**src/rtl/sync_data_deserializer_if.sv**
```systemverilog
// Output word stream of the data deserializer.
// Valid/ready handshake carrying one WORD_W-bit word per transfer.
interface sync_data_deserializer_if #(
  parameter int WORD_W = 8
);
  logic [WORD_W-1:0] out_data;
  logic              out_valid;
  logic              out_ready;

  modport master (
    output out_data,
    output out_valid,
    input  out_ready
  );

  modport slave (
    input  out_data,
    input  out_valid,
    output out_ready
  );
endinterface

```
**src/rtl/sync_data_deserializer.sv**
```systemverilog
// Mid-bit sampler packing comparator bits MSB-first into words,
// buffered in a small FIFO drained over a valid/ready interface.
module sync_data_deserializer #(
  parameter int DATARATE_DIV = 100,
  parameter int FRAME_BITS   = 1000,
  parameter int WORD_W       = 8,
  parameter int FIFO_DEPTH   = 4
) (
  input  logic clki,
  input  logic rst_n,
  input  logic data_clk_enb,
  input  logic comp_out,
  sync_data_deserializer_if.master bus,
  output logic frame_active,
  output logic frame_done,
  output logic partial,
  output logic overflow,
  output logic [9:0] bit_count
);

  localparam int HALF = DATARATE_DIV / 2;
  localparam int TW   = $clog2(DATARATE_DIV);
  localparam int WBW  = $clog2(WORD_W) + 1;
  localparam int PW   = $clog2(FIFO_DEPTH);
  localparam int CW   = PW + 1;

  typedef enum logic [1:0] {
    IDLE,
    RUN,
    DONE
  } state_t;

  state_t state_q;
  state_t state_d;

  logic              sync1;
  logic              sync2;
  logic              en_q;
  logic [TW-1:0]     tick_cnt;
  logic [WBW-1:0]    wbit;
  logic [WORD_W-2:0] shift_reg;

  logic [WORD_W-1:0] mem [FIFO_DEPTH];
  logic [PW-1:0]     wr_ptr;
  logic [PW-1:0]     rd_ptr;
  logic [CW-1:0]     count;

  logic start;
  logic stop;
  logic smp;
  logic push;
  logic pop;
  logic full;
  logic push_ok;

  assign start = data_clk_enb & ~en_q;
  assign stop  = ~data_clk_enb & en_q;

  assign smp = (state_q == RUN)
             && (tick_cnt == TW'(HALF - 1))
             && (bit_count != 10'(FRAME_BITS));

  assign push    = smp && (wbit == WBW'(WORD_W - 1));
  assign pop     = bus.out_valid & bus.out_ready;
  assign full    = (count == CW'(FIFO_DEPTH));
  assign push_ok = push & (~full | pop);

  assign bus.out_valid = (count != '0);
  assign bus.out_data  = mem[rd_ptr];
  assign frame_active  = (state_q == RUN);
  assign frame_done    = (state_q == DONE);

  always_comb begin
    state_d = state_q;
    unique case (state_q)
      IDLE: if (start) state_d = RUN;
      RUN: begin
        if (bit_count == 10'(FRAME_BITS) || stop)
          state_d = DONE;
      end
      DONE:    state_d = IDLE;
      default: state_d = IDLE;
    endcase
  end

  always_ff @(posedge clki) begin
    if (!rst_n) state_q <= IDLE;
    else        state_q <= state_d;
  end

  always_ff @(posedge clki) begin
    if (!rst_n) begin
      sync1     <= 1'b0;
      sync2     <= 1'b0;
      en_q      <= 1'b0;
      tick_cnt  <= '0;
      wbit      <= '0;
      shift_reg <= '0;
      bit_count <= '0;
      partial   <= 1'b0;
      overflow  <= 1'b0;
    end else begin
      sync1 <= comp_out;
      sync2 <= sync1;
      en_q  <= data_clk_enb;
      if (state_q == IDLE && start) begin
        tick_cnt  <= '0;
        wbit      <= '0;
        shift_reg <= '0;
        bit_count <= '0;
        partial   <= 1'b0;
        overflow  <= 1'b0;
      end else if (state_q == RUN) begin
        if (tick_cnt == TW'(DATARATE_DIV - 1))
          tick_cnt <= '0;
        else
          tick_cnt <= tick_cnt + TW'(1);
        if (smp) begin
          shift_reg <= {shift_reg[WORD_W-3:0], sync2};
          bit_count <= bit_count + 10'd1;
          wbit      <= push ? '0 : wbit + WBW'(1);
        end
      end else if (state_q == DONE && wbit != '0) begin
        // leftover bits of an unfinished word are dropped, not padded
        partial <= 1'b1;
        wbit    <= '0;
      end
      if (push && full && !pop)
        overflow <= 1'b1;
    end
  end

  always_ff @(posedge clki) begin
    if (!rst_n) begin
      wr_ptr <= '0;
      rd_ptr <= '0;
      count  <= '0;
      for (int i = 0; i < FIFO_DEPTH; i++)
        mem[i] <= '0;
    end else begin
      if (push_ok) begin
        mem[wr_ptr] <= {shift_reg, sync2};
        wr_ptr      <= wr_ptr + PW'(1);
      end
      if (pop)
        rd_ptr <= rd_ptr + PW'(1);
      count <= count + CW'(push_ok) - CW'(pop);
    end
  end

endmodule

```
**src/flat_wrapper.sv**
```systemverilog
// flat-port wrapper written by rule: the top's interface ports become plain ports
module sync_data_deserializer_flat 
#(
  parameter int DATARATE_DIV = 100,
  parameter int FRAME_BITS   = 1000,
  parameter int WORD_W       = 8,
  parameter int FIFO_DEPTH   = 4
)
  (clki, rst_n, data_clk_enb, comp_out, frame_active, frame_done, partial, overflow, bit_count, bus_out_data, bus_out_valid, bus_out_ready);
  sync_data_deserializer_if #(.WORD_W(WORD_W)) bus_i ();
  input  logic clki;
  input  logic rst_n;
  input  logic data_clk_enb;
  input  logic comp_out;
  output logic frame_active;
  output logic frame_done;
  output logic partial;
  output logic overflow;
  output logic [9:0] bit_count;
  output wire logic [$bits(bus_i.out_data)-1:0] bus_out_data;
  output wire logic [$bits(bus_i.out_valid)-1:0] bus_out_valid;
  input wire logic [$bits(bus_i.out_ready)-1:0] bus_out_ready;
  assign bus_out_data = bus_i.out_data;
  assign bus_out_valid = bus_i.out_valid;
  assign bus_i.out_ready = bus_out_ready;
  sync_data_deserializer #(.DATARATE_DIV(DATARATE_DIV), .FRAME_BITS(FRAME_BITS), .WORD_W(WORD_W), .FIFO_DEPTH(FIFO_DEPTH)) u_core (.clki(clki), .rst_n(rst_n), .data_clk_enb(data_clk_enb), .comp_out(comp_out), .bus(bus_i), .frame_active(frame_active), .frame_done(frame_done), .partial(partial), .overflow(overflow), .bit_count(bit_count));
endmodule
```
**config.mk**
```make
export PLATFORM = sky130hd
export DESIGN_NAME = sync_data_deserializer_flat
export DESIGN_NICKNAME = d
export VERILOG_FILES = /design/src/rtl/sync_data_deserializer_if.sv /design/src/rtl/sync_data_deserializer.sv /design/src/flat_wrapper.sv
export SDC_FILE = /design/constraint.sdc
export NUM_CORES = 1
export LEC_CHECK = 0
export ABC_AREA = 1
export ABC_CLOCK_PERIOD_IN_PS = 2100
export CAP_MARGIN = 40
export CORE_UTILIZATION = 52
export DETAILED_ROUTE_END_ITERATION = 8
export PLACE_DENSITY = 0.79
export SLEW_MARGIN = 20
export SYNTH_ARGS = -nofsm -noshare
export SYNTH_HDL_FRONTEND = slang
export SYNTH_SLANG_ARGS = --single-unit
```
**constraint.sdc**
```tcl
create_clock -name clki -period 2.1 [get_ports clki]
set_input_delay 0.21 -clock clki [delete_from_list [all_inputs] [get_ports clki]]
set_output_delay 0.21 -clock clki [all_outputs]
set_load 0.1 [all_outputs]
```
==> results.md, run 1 <==
* Mapped Cells at 397
* Largest family of logic cells by synthesized area: simple AND/OR/NAND/NOR gates
* Biggest register: u_core.mem
* Hold Crit Class: flop to flop
* P_sw at 1.70 mW
* Clock slew at reported path FFs at 0.08 ns
* Antenna Cells at 0
* PD cells at 1050 nW/um^2
* CTS HTree Levels at 3
* Finished Layout Cells at 522
* Seq/Total Area, Yosys at 0.532
* Outcome: completed
* Clock power share at 0.278
* CTS Sinks at 76
* Share of the clock period used by the worst path at 0.946
* Seq pwr share at 0.369
* Total track usage at 0.210
* Post-synth EDFFs at 32
* Hold-fix buffers, CTS at 0
* Final setup fails at 0
* Root buffer cell: clkbuf_8
* Setup TNS Final at 0 ns
* Worst vdd ir at 0.910 mV
* # IOs at 28
* Max-cap violations at 0
* CTS tree: yes
* Synth Area in Compound Gates at 0.116
* RD Place Congestion at 0.795
* Max Root-Sink Buffers at 2
* GRT overflow at 0
* DRC violations left at 0
* Synth unique cells at 34
* Initial DRC count at 145
* Worst Skew at 0.0139 ns
* Post-Syn Area at 3460 um^2
* Max reg flops at 32
* #FFs+latches synth at 76
* Area Overhead vs Synth at 23.6%
* CP Launch Type: flop
* Relative slew slack at 0.685
* Worst skew pair latency at 0.35 ns
* Total Wirelength at 7090 um
* Static Leak at 1.62 nW
* Synth Area per Inst at 8.72 um^2
* Worst Max-Slew Pin Slew at 0.469 ns
* Num CTS Buffers at 9
* Comb pwr share at 0.354
* Asr flop ratio synth at 0
* Met3 Wirelength at 309 um
* Syn_nets at 411
* Switching Share at 0.379
* Nets@finish at 454
* P_int at 2.79 mW
* Top sig layer: met4
* Arr. time, crit path at 2.22 ns
* Die area at 6990 um^2
* Post-synthesis mux area share at 0
* Final Hold Vio Count at 0
* Adder-cell share of the synthesized area at 0.0347
* Via count at 2820
* Antenna violations before repair at 0
* Placeable Area at 6390 um^2
* Crit path kind: flop to flop
* ANT nets after route at 0
* Cells after DPL at 505
* Vias in the first global route at 2566
* Syn. warnings at 0
* Via density at 5.40
* Max Slew Vio Count at 0
* Fmax achieved at 503 MHz
* Drt wl/cell at 13.6 um
* Initial Util at 0.542
* Synth Area in Simple Gates at 0.234
* Die width at 83.6 um
* Synth Area in XOR/XNOR at 0.0126
* Period minus WS final at 1.99 ns
* Die Ht at 83.6 um
* Ys flop type: dfxtp_1
* Critical Path End Type: flop
* Layout cell share with drive strength beyond 1 at 0.229
* First-pass GRT wire length at 11600 um
* Critical-path maximum fanout at 5
* I/O Buffers at 27
* Drt first pass iters at 5
* Regs by FF count: u_core.mem: 32 flops, u_core.bit_count: 10 flops
* Worst EP required at 2.34 ns
* Power Total at 4.48 mW
* Largest net degree at the start of global routing at 27
* Post-DP HPWL at 4980 um
* M1 wire length at 3200 um
* Filler Cells Inserted at 475
* Number of core rows at 29
* Wire length on met2 at 3450 um
* Finished Core Util at 0.670
## worst paths after layout
check	startpoint	to	slack (ns)	cells after the start
max	u_core.tick_cnt[1]	u_core.count[1]	0.11	12
min	u_core.sync1	u_core.sync2	0.42	2
min reg2reg	u_core.sync1	u_core.sync2	0.42	2
max reg2reg	u_core.tick_cnt[1]	u_core.count[1]	0.11	12
## critical path, cell delays in order (launching register included)
cell,delay (ns)
dfxtp_2,0.34
inv_1,0.06
ha_2,0.16
nand2_1,0.05
inv_1,0.07
nand2_2,0.07
nor2_4,0.15
nand3_4,0.12
nor2_8,0.15
ha_4,0.14
inv_2,0.03
fa_2,0.52
nor2_1,0.03
## what timing repair did
action                                  in CTS  in global routing
gates resized for setup                      0                  7
endpoints found under the setup margin       0                 18
setup buffers                                0                  1
## cell usage in the layout, fill, tap and decap left out, types with 2 or more instances in the layout
| master | instances |
|---|---|
| o22ai_2 | 8 |
| clkdlybuf4s50_1 | 4 |
| nand2_1 | 58 |
| nand2_4 | 3 |
| xor2_1 | 3 |
| inv_1 | 45 |
| a21oi_1 | 28 |
| nand4_1 | 5 |
| nor2_8 | 2 |
| ha_1 | 5 |
| nor2_1 | 53 |
| ha_2 | 2 |
| nor3_1 | 21 |
| buf_4 | 29 |
| dfxtp_2 | 10 |
| nor3_2 | 4 |
| nor3b_1 | 2 |
| nand3_1 | 12 |
| dfxtp_4 | 3 |
| xnor2_1 | 2 |
| clkbuf_8 | 9 |
| o21ai_0 | 33 |
| edfxtp_1 | 32 |
| buf_12 | 8 |
| inv_2 | 5 |
| nor2_4 | 3 |
| clkinv_4 | 3 |
| bufinv_16 | 2 |
| o21ai_1 | 2 |
| dfxtp_1 | 31 |
## metrics by stage
| stage | worst slack (ns) | instance area, um^2 | hold WS (ns) |
|---|---|---|---|
| global route | -0.0169 | 4280 | 0.439 |
| detailed placement | 0.0665 | 4030 | 0.408 |
| floorplan | -0.0461 | 3580 | 0.308 |
| global placement | 0.148 | 4030 | 0.394 |
| finish | 0.113 | 4280 | 0.424 |
| CTS | 0.0561 | 4250 | 0.424 |
## cells by family (layout without fill, tap and decap cells)
logic type,after synthesis,count (layout)
buf+inv,61,109
compound gates,76,76
xor+xnor,5,5
fa+ha+maj,9,9
flops,76,76
simple gates,170,170
## synth_stat cells (4+ instances only)
| cell | number | area [um^2] |
|---|---|---|
| nand2_1 | 60 | 225 |
| edfxtp_1 | 32 | 961 |
| clkbuf_1 | 4 | 15.0 |
| nor3_1 | 21 | 105 |
| nand3_1 | 13 | 65.1 |
| a21oi_1 | 28 | 140 |
| nand4_1 | 5 | 31.3 |
| inv_1 | 49 | 184 |
| o21ai_0 | 35 | 175 |
| ha_1 | 8 | 100 |
| nor2_1 | 56 | 210 |
| o22ai_1 | 8 | 50.1 |
| nor3_2 | 4 | 40.0 |
| dfxtp_1 | 44 | 881 |
## cell type report
| class | count | area (um^2) | area share |
|---|---|---|---|
| timing repair buffer | 41 | 418 | 0.0976 |
| tap | 77 | 96.3 | 0.0225 |
| sequential | 76 | 1870 | 0.436 |
| clock buffer | 9 | 124 | 0.0289 |
| multi-input combinational | 260 | 1480 | 0.346 |
| clock inverter | 7 | 100 | 0.0234 |
| inverter | 52 | 198 | 0.0462 |
## power groups by stage
| stage | Combinational (mW) | Sequential, mW | Clock [mW] |
|---|---|---|---|
| 4_1_cts | 1.60 | 1.65 | 1.26 |
| 6_report | 1.59 | 1.65 | 1.25 |
| 2_1_floorplan | 1.10 | 1.68 | 0 |
| 3_5_place_dp | 1.60 | 1.69 | 0 |
| 5_1_grt | 1.67 | 1.66 | 1.32 |
| 3_3_place_gp | 1.56 | 1.68 | 0 |
## per-layer routing
metal	track usage	vias up
li1	-	1407
met1	0.261	1331
met2	0.355	69
met3	0.0495	13
met4	0.0770	0
met5	0	-
Note: power is estimated with default switching activity, not from simulation.
==> run 2: changes to the inputs <==
- ABC_AREA: 1 -> 0
==> results.md, run 2 <==
* Clock slew at reported path FFs at 0.08 ns (about the same)
* Drt wl/cell at 15.3 um (was 13.6 um)
* Critical path depth at 12 (unchanged)
* CP Capture Point: u_core.count[2] (was u_core.count[1])
* List of most frequent post-synthesis cells: dfxtp_1 (44), edfxtp_1 (32), inv_1 (22) (was nand2_1 (60), nor2_1 (56), inv_1 (49))
* Leading area contributor after synthesis: edfxtp_1 (unchanged)
* Max reg flops at 32 (unchanged)
* Relative slew slack at 0.689 (was 0.685)
* Nets@finish at 402 (was 454)
* CTS tree: yes (unchanged)
* Finished Layout Cells at 470 (was 522)
* CTS HTree Levels at 3 (unchanged)
* Worst skew pair latency at 0.35 ns (about the same)
* Bufs and invs on worst path at 3 (unchanged)
* Share of the clock period used by the worst path at 0.960 (was 0.946)
* DRC violations left at 0 (unchanged)
* Vias in the first global route at 2548 (was 2566)
* Static Leak at 1.51 nW (was 1.62 nW)
* Via count at 2739 (was 2820)
* Fmax achieved at 496 MHz (was 503 MHz)
* CTS Sinks at 76 (unchanged)
* Antenna Cells at 0 (unchanged)
* Num CTS Buffers at 9 (unchanged)
* Period minus WS final at 2.02 ns (was 1.99 ns)
* Worst reg2reg path depth at 12 (unchanged)
* Drt first pass iters at 7 (was 5)
* Power Total at 4.26 mW (was 4.48 mW)
* Max Root-Sink Buffers at 2 (unchanged)
* Critical-path cell list: inv_2 -> ha_4 -> nand4_1 -> or3_4 -> nand4_4 -> inv_2 -> ha_4 -> inv_2 -> fa_2 -> xor2_2 -> xnor2_1 -> nor2_1 (was inv_1 -> ha_2 -> nand2_1 -> inv_1 -> nand2_2 -> nor2_4 -> nand3_4 -> nor2_8 -> ha_4 -> inv_2 -> fa_2 -> nor2_1)
* Biggest register: u_core.mem (unchanged)
* Post-synth top area share at 0.270 (was 0.277)
* Worst Setup SP: u_core.bit_count[1] (was u_core.tick_cnt[1])
* Post-Syn Area at 3560 um^2 (was 3460 um^2)
* Final Hold Vio Count at 0 (unchanged)
* Initial Util at 0.548 (was 0.542)
* Root buffer cell: clkbuf_8 (unchanged)
* Die area at 7180 um^2 (was 6990 um^2)
* Post-synth EDFFs at 32 (unchanged)
* PD cells at 947 nW/um^2 (was 1050 nW/um^2)
* Post-DP HPWL at 4950 um (was 4980 um)
* GRT overflow at 0 (unchanged)
* Critical-path maximum fanout at 2 (was 5)
* Crit path kind: flop to flop (unchanged)
* Commonest non-fill, non-tap cell in the layout: buf_4 (was nand2_1)
* Top cells by area, synth: edfxtp_1 (27%), dfxtp_1 (25%), mux4_2 (5.1%), a21oi_1 (3.0%), nor3_1 (3.0%) (was edfxtp_1 (28%), dfxtp_1 (25%), nand2_1 (6.5%), nor2_1 (6.1%), inv_1 (5.3%))
* Placeable Area at 6490 um^2 (was 6390 um^2)
* #FFs+latches synth at 76 (unchanged)
* Arr. time, crit path at 2.27 ns (was 2.22 ns)
* Hold Crit Class: flop to flop (unchanged)
* Die Ht at 84.7 um (was 83.6 um)
* Antenna violations before repair at 0 (unchanged)
* Layout cell share with drive strength beyond 1 at 0.323 (was 0.229)
* Worst Max-Slew Pin Slew at 0.463 ns (was 0.469 ns)
* Initial DRC count at 177 (was 145)
* Final setup fails at 0 (unchanged)
* Area Overhead vs Synth at 26.3% (was 23.6%)
* Worst vdd ir at 0.483 mV (was 0.910 mV)
* Most common cell in the synthesized netlist: dfxtp_1 (was nand2_1)
* Worst r2r dst: u_core.count[2] (was u_core.count[1])
* Mapped Cells at 338 (was 397)
* I/O Buffers at 27 (unchanged)
* Synth Area per Inst at 10.5 um^2 (was 8.72 um^2)
* Area post-placement at 4210 um^2 (was 4030 um^2)
* Total track usage at 0.214 (was 0.210)
* Cells after DPL at 450 (was 505)
* Most frequent cells in the layout: buf_4 (47), edfxtp_1 (32), dfxtp_1 (31) (was nand2_1 (58), nor2_1 (53), inv_1 (45))
* Via density at 5.83 (was 5.40)
* Critical Path End Type: flop (unchanged)
* Hold-fix buffers, CTS at 0 (unchanged)
* Outcome: completed (unchanged)
* Max-cap violations at 0 (unchanged)
* Synth unique cells at 52 (was 34)
* # IOs at 28 (unchanged)
* Post-route cell area at 4500 um^2 (was 4280 um^2)
* RD Place Congestion at 0.806 (was 0.795)
* Syn_nets at 352 (was 411)
* ANT nets after route at 0 (unchanged)
* CP peak stage delay at 0.38 ns (was 0.52 ns)
* Largest net degree at the start of global routing at 27 (unchanged)
* CP delay by family, top: simple AND/OR/NAND/NOR gates (was adder cells)
* Number of core rows at 29 (unchanged)
* Seq/Total Area, Yosys at 0.517 (was 0.532)
* Total Wirelength at 7210 um (was 7090 um)
* Syn. warnings at 0 (unchanged)
* RSZ-0062 raised after global routing: yes
* Die width at 84.7 um (was 83.6 um)
* Worst Skew at 0.00711 ns (was 0.0139 ns)
* Regs by FF count: u_core.mem: 32 flops, u_core.bit_count: 10 flops (unchanged)
* FF-to-FF Start: u_core.bit_count[1] (was u_core.tick_cnt[1])
* R2r setup slk at 0.08 ns (was 0.11 ns)
* Ys flop type: dfxtp_1 (unchanged)
* Max Slew Vio Count at 0 (unchanged)
* Worst EP required at 2.35 ns (was 2.34 ns)
* Asr flop ratio synth at 0 (unchanged)
* CP max-delay cell: or3_4 (was fa_2)
* Filler Cells Inserted at 451 (was 475)
* Most used cell, CP: inv_2 (was inv_1)
* First-pass GRT wire length at 11800 um (was 11600 um)
* CP Launch Type: flop (unchanged)
==> run 2: changes by cell type in the layout (fill, tap and decap cells not counted), sizes merged, moves of 16 or more <==
cell   previous run  this run
nor2             59        19
buf              37        58
o21ai            36        20
nand2            62        15
inv              52        22
==> run 2: timing repair <==
action | CTS | global route
hold endpoints to repair | 0 | 0
resized for setup | 3 | 11
gates cloned | 0 | 0
buffers inserted | 1 | 3
setup endpoints to repair | 25 | 33
pin swaps | 2 | 3
==> run 2: cells by family (layout without fill, tap and decap cells) <==
group                    Yosys count  count (layout)  synth area share
AO/OA/AOI/OAI                     54              54            0.0865
XOR/XNOR                          11              11            0.0271
multiplexers                      10              10            0.0566
buffers and inverters             46             101            0.0559
flip-flops                        76              76             0.517
AND/OR/NAND/NOR                  132             132             0.223
adder cells (fa/ha/maj)            9               9            0.0337
==> run 2: layout make-up <==
class	count	area, um^2	area share
clock inverter	6	65.1	0.0145
tap	77	96.3	0.0214
multi-input combinational	216	1630	0.363
sequential	76	1880	0.419
clock buffer	10	128	0.0284
timing repair buffer	62	604	0.134
inverter	23	86.3	0.0192
==> run 2: per-stage QoR <==
| step | util | TNS [ns] | setup slack, ns | hold WS (ns) |
|---|---|---|---|---|
| 5_1_grt | 0.692 | -0.0399 | -0.0399 | 0.456 |
| 2_1_floorplan | - | -0.776 | -0.370 | 0.337 |
| 3_5_place_dp | 0.648 | -2.71 | -0.145 | 0.428 |
| 4_1_cts | 0.683 | 0 | 0.0166 | 0.434 |
| 6_report | 0.692 | 0 | 0.0845 | 0.442 |
| 3_3_place_gp | 0.648 | -2.02 | -0.129 | 0.420 |
==> run 2: report_power, final <==
group          leakage (nW)  switching [mW]  internal, mW  total (mW)
logic                 0.755           0.877         0.565        1.44
registers             0.669           0.104          1.62        1.72
clock network        0.0845           0.547         0.546        1.09
total                  1.51            1.53          2.73        4.26
==> run 2: routing by layer <==
metal	vias to the layer above	wire [um]	global-route usage
li1	1324	-	-
met1	1322	3040	0.258
met2	77	3670	0.358
met3	16	334	0.0521
met4	0	157	0.112
met5	-	0	0
==> run 2: worst min path at each step <==
stage	slack, ns	cells past startpoint	from	to
2_1_floorplan	0.34	1	data_clk_enb	u_core.en_q
5_1_grt	0.46	1	u_core.sync1	u_core.sync2
6_report	0.44	1	u_core.sync1	u_core.sync2
3_3_place_gp	0.42	1	u_core.sync1	u_core.sync2
3_5_place_dp	0.43	1	u_core.sync1	u_core.sync2
4_1_cts	0.43	2	comp_out	u_core.sync1
==> run 3: changes to the inputs <==
- CORE_MARGIN: not set -> 3
- PLACE_DENSITY: 0.79 -> 0.72
==> results.md, run 3 (synthesis results as in run 2) <==
* Num CTS Buffers at 9 (unchanged)
* RD Place Congestion at 0.840 (was 0.806)
* Final Hold Vio Count at 0 (unchanged)
* Most frequent cells in the layout: buf_4 (49), edfxtp_1 (32), dfxtp_1 (31) (was buf_4 (47), edfxtp_1 (32), dfxtp_1 (31))
* Initial DRC count at 94 (was 177)
* Multi-input gate area at 1630 um^2 (about the same)
* Die width at 88.7 um (was 84.7 um)
* Filler Cells Inserted at 484 (was 451)
* ANT nets after route at 0 (unchanged)
* Via density at 5.73 (was 5.83)
* Max reg flops at 32 (unchanged)
* R2r setup slk at 0.03 ns (was 0.08 ns)
* Area post-placement at 4210 um^2 (unchanged)
* Setup TNS Final at 0 ns (unchanged)
* Initial Util at 0.548 (unchanged)
* Critical-path cell list: inv_2 -> ha_4 -> and4b_2 -> and2_4 -> nand4_4 -> inv_2 -> ha_4 -> inv_2 -> fa_2 -> xor2_2 -> xnor2_1 -> nor2_1 (was inv_2 -> ha_4 -> nand4_1 -> or3_4 -> nand4_4 -> inv_2 -> ha_4 -> inv_2 -> fa_2 -> xor2_2 -> xnor2_1 -> nor2_1)
* Largest net degree at the start of global routing at 27 (unchanged)
* CP peak stage delay at 0.36 ns (was 0.38 ns)
* First-pass GRT wire length at 12500 um (was 11800 um)
* Antenna violations before repair at 0 (unchanged)
* Drt first pass iters at 4 (was 7)
* Final setup fails at 0 (unchanged)
* Critical Path End Type: flop (unchanged)
* GRT overflow at 0 (unchanged)
* Crit path kind: flop to flop (unchanged)
* Arr. time, crit path at 2.30 ns (was 2.27 ns)
* CP Launch Type: flop (unchanged)
* Most used cell, CP: inv_2 (unchanged)
* Power Total at 4.35 mW (was 4.26 mW)
* Cells after DPL at 450 (unchanged)
* Relative slew slack at 0.677 (was 0.689)
* Outcome: completed (unchanged)
* Share of the clock period used by the worst path at 0.984 (was 0.960)
* Hold Crit Class: flop to flop (unchanged)
* I/O Buffers at 27 (unchanged)
* RSZ-0062 raised after global routing: yes (unchanged)
* Die Ht at 88.7 um (was 84.7 um)
* Post-DP HPWL at 5210 um (was 4950 um)
* CTS Sinks at 76 (unchanged)
* # IOs at 28 (unchanged)
* Placeable Area at 6490 um^2 (unchanged)
* Hold-fix buffers, CTS at 0 (unchanged)
* Number of core rows at 29 (unchanged)
* Total Wirelength at 7390 um (was 7210 um)
* Finished Layout Cells at 471 (was 470)
* PD cells at 962 nW/um^2 (was 947 nW/um^2)
* Drt wl/cell at 15.7 um (was 15.3 um)
* Commonest non-fill, non-tap cell in the layout: buf_4 (unchanged)
* Layout cell share with drive strength beyond 1 at 0.325 (was 0.323)
* CTS HTree Levels at 3 (unchanged)
* Die area at 7870 um^2 (was 7180 um^2)
* Clock slew at reported path FFs at 0.08 ns (about the same)
* CP max-delay cell: fa_2 (was or3_4)
* Post-route cell area at 4520 um^2 (was 4500 um^2)
* Worst vdd ir at 0.430 mV (was 0.483 mV)
* Antenna Cells at 0 (unchanged)
* Finished Core Util at 0.696 (was 0.692)
* CTS tree: yes (unchanged)
* Worst Skew at 0.0105 ns (was 0.00711 ns)
* Root buffer cell: clkbuf_8 (unchanged)
* Max-cap violations at 0 (unchanged)
* Total track usage at 0.207 (was 0.214)
* Nets@finish at 403 (was 402)
* Worst EP required at 2.33 ns (was 2.35 ns)
* Static Leak at 1.51 nW (about the same)
* Worst Max-Slew Pin Slew at 0.484 ns (was 0.463 ns)
* Max Slew Vio Count at 0 (unchanged)
* Via count at 2701 (was 2739)
* Critical-path maximum fanout at 3 (was 2)
* Vias in the first global route at 2641 (was 2548)
* DRC violations left at 0 (unchanged)
* Period minus WS final at 2.07 ns (was 2.02 ns)
* Area Overhead vs Synth at 27.0% (was 26.3%)
* Regs by FF count: u_core.mem: 32 flops, u_core.bit_count: 10 flops (unchanged)
* Max Root-Sink Buffers at 2 (unchanged)
* Fmax achieved at 484 MHz (was 496 MHz)
* Biggest register: u_core.mem (unchanged)
* Worst skew pair latency at 0.34 ns (was 0.35 ns)
* Reg area at 1880 um^2 (unchanged)
run 3: changes by cell type in the layout (fill, tap and decap cells not counted), sizes merged:
cell      before  now
buf           58   59
bufinv         1    2
clkinvlp       4    3
run 3: layout make-up:
type                            instances  share of cell area
Inverter                               23              0.0191
Multi-Input combinational cell        216               0.360
Tap cell                               77              0.0213
Clock inverter                          6              0.0197
Clock buffer                           10              0.0282
Sequential cell                        76               0.417
Timing Repair Buffer                   63               0.135
run 3: where the power goes:
group / switching (mW) / total, mW / internal [mW]
registers: 0.110 / 1.73 / 1.62
clock network: 0.542 / 1.21 / 0.669
logic: 0.857 / 1.41 / 0.550
total: 1.51 / 4.35 / 2.84
run 3: critical path: cells and delay by family, from the launching register on:
kind / cells / cell delay (ns)
buffers and inverters: 3 / 0.17
adder cells (fa/ha/maj): 3 / 0.59
AND/OR/NAND/NOR: 4 / 0.57
XOR/XNOR: 2 / 0.29
flip-flops: 1 / 0.33
run 3: final timing paths:
| check | cells after the start | startpoint | end |
|---|---|---|---|
| worst min-delay path | 1 | u_core.sync1 | u_core.sync2 |
| worst max register to register | 12 | u_core.tick_cnt[1] | u_core.count[2] |
| worst max-delay path | 12 | u_core.tick_cnt[1] | u_core.count[2] |
| worst min register to register | 1 | u_core.sync1 | u_core.sync2 |
run 3: routing by layer:
metal	share of wire	GRT usage	vias up
met4	0.022	0.0920	0
met3	0.035	0.0317	13
met2	0.51	0.355	60
li1	-	-	1329
met5	0	0	-
met1	0.43	0.258	1299
run 3: metrics by stage:
step / hold WS [ns] / worst slack (ns)
floorplan: 0.337 / -0.370
global placement: 0.417 / -0.140
detailed placement: 0.424 / -0.183
CTS: 0.442 / 0.00254
global route: 0.448 / -0.123
finish: 0.437 / 0.0332
run 3: repair_timing:
action | in CTS | in global routing
pin swaps | 3 | 4
setup endpoints to repair | 33 | 41
resized for setup | 4 | 8
setup buffers | 4 | 1
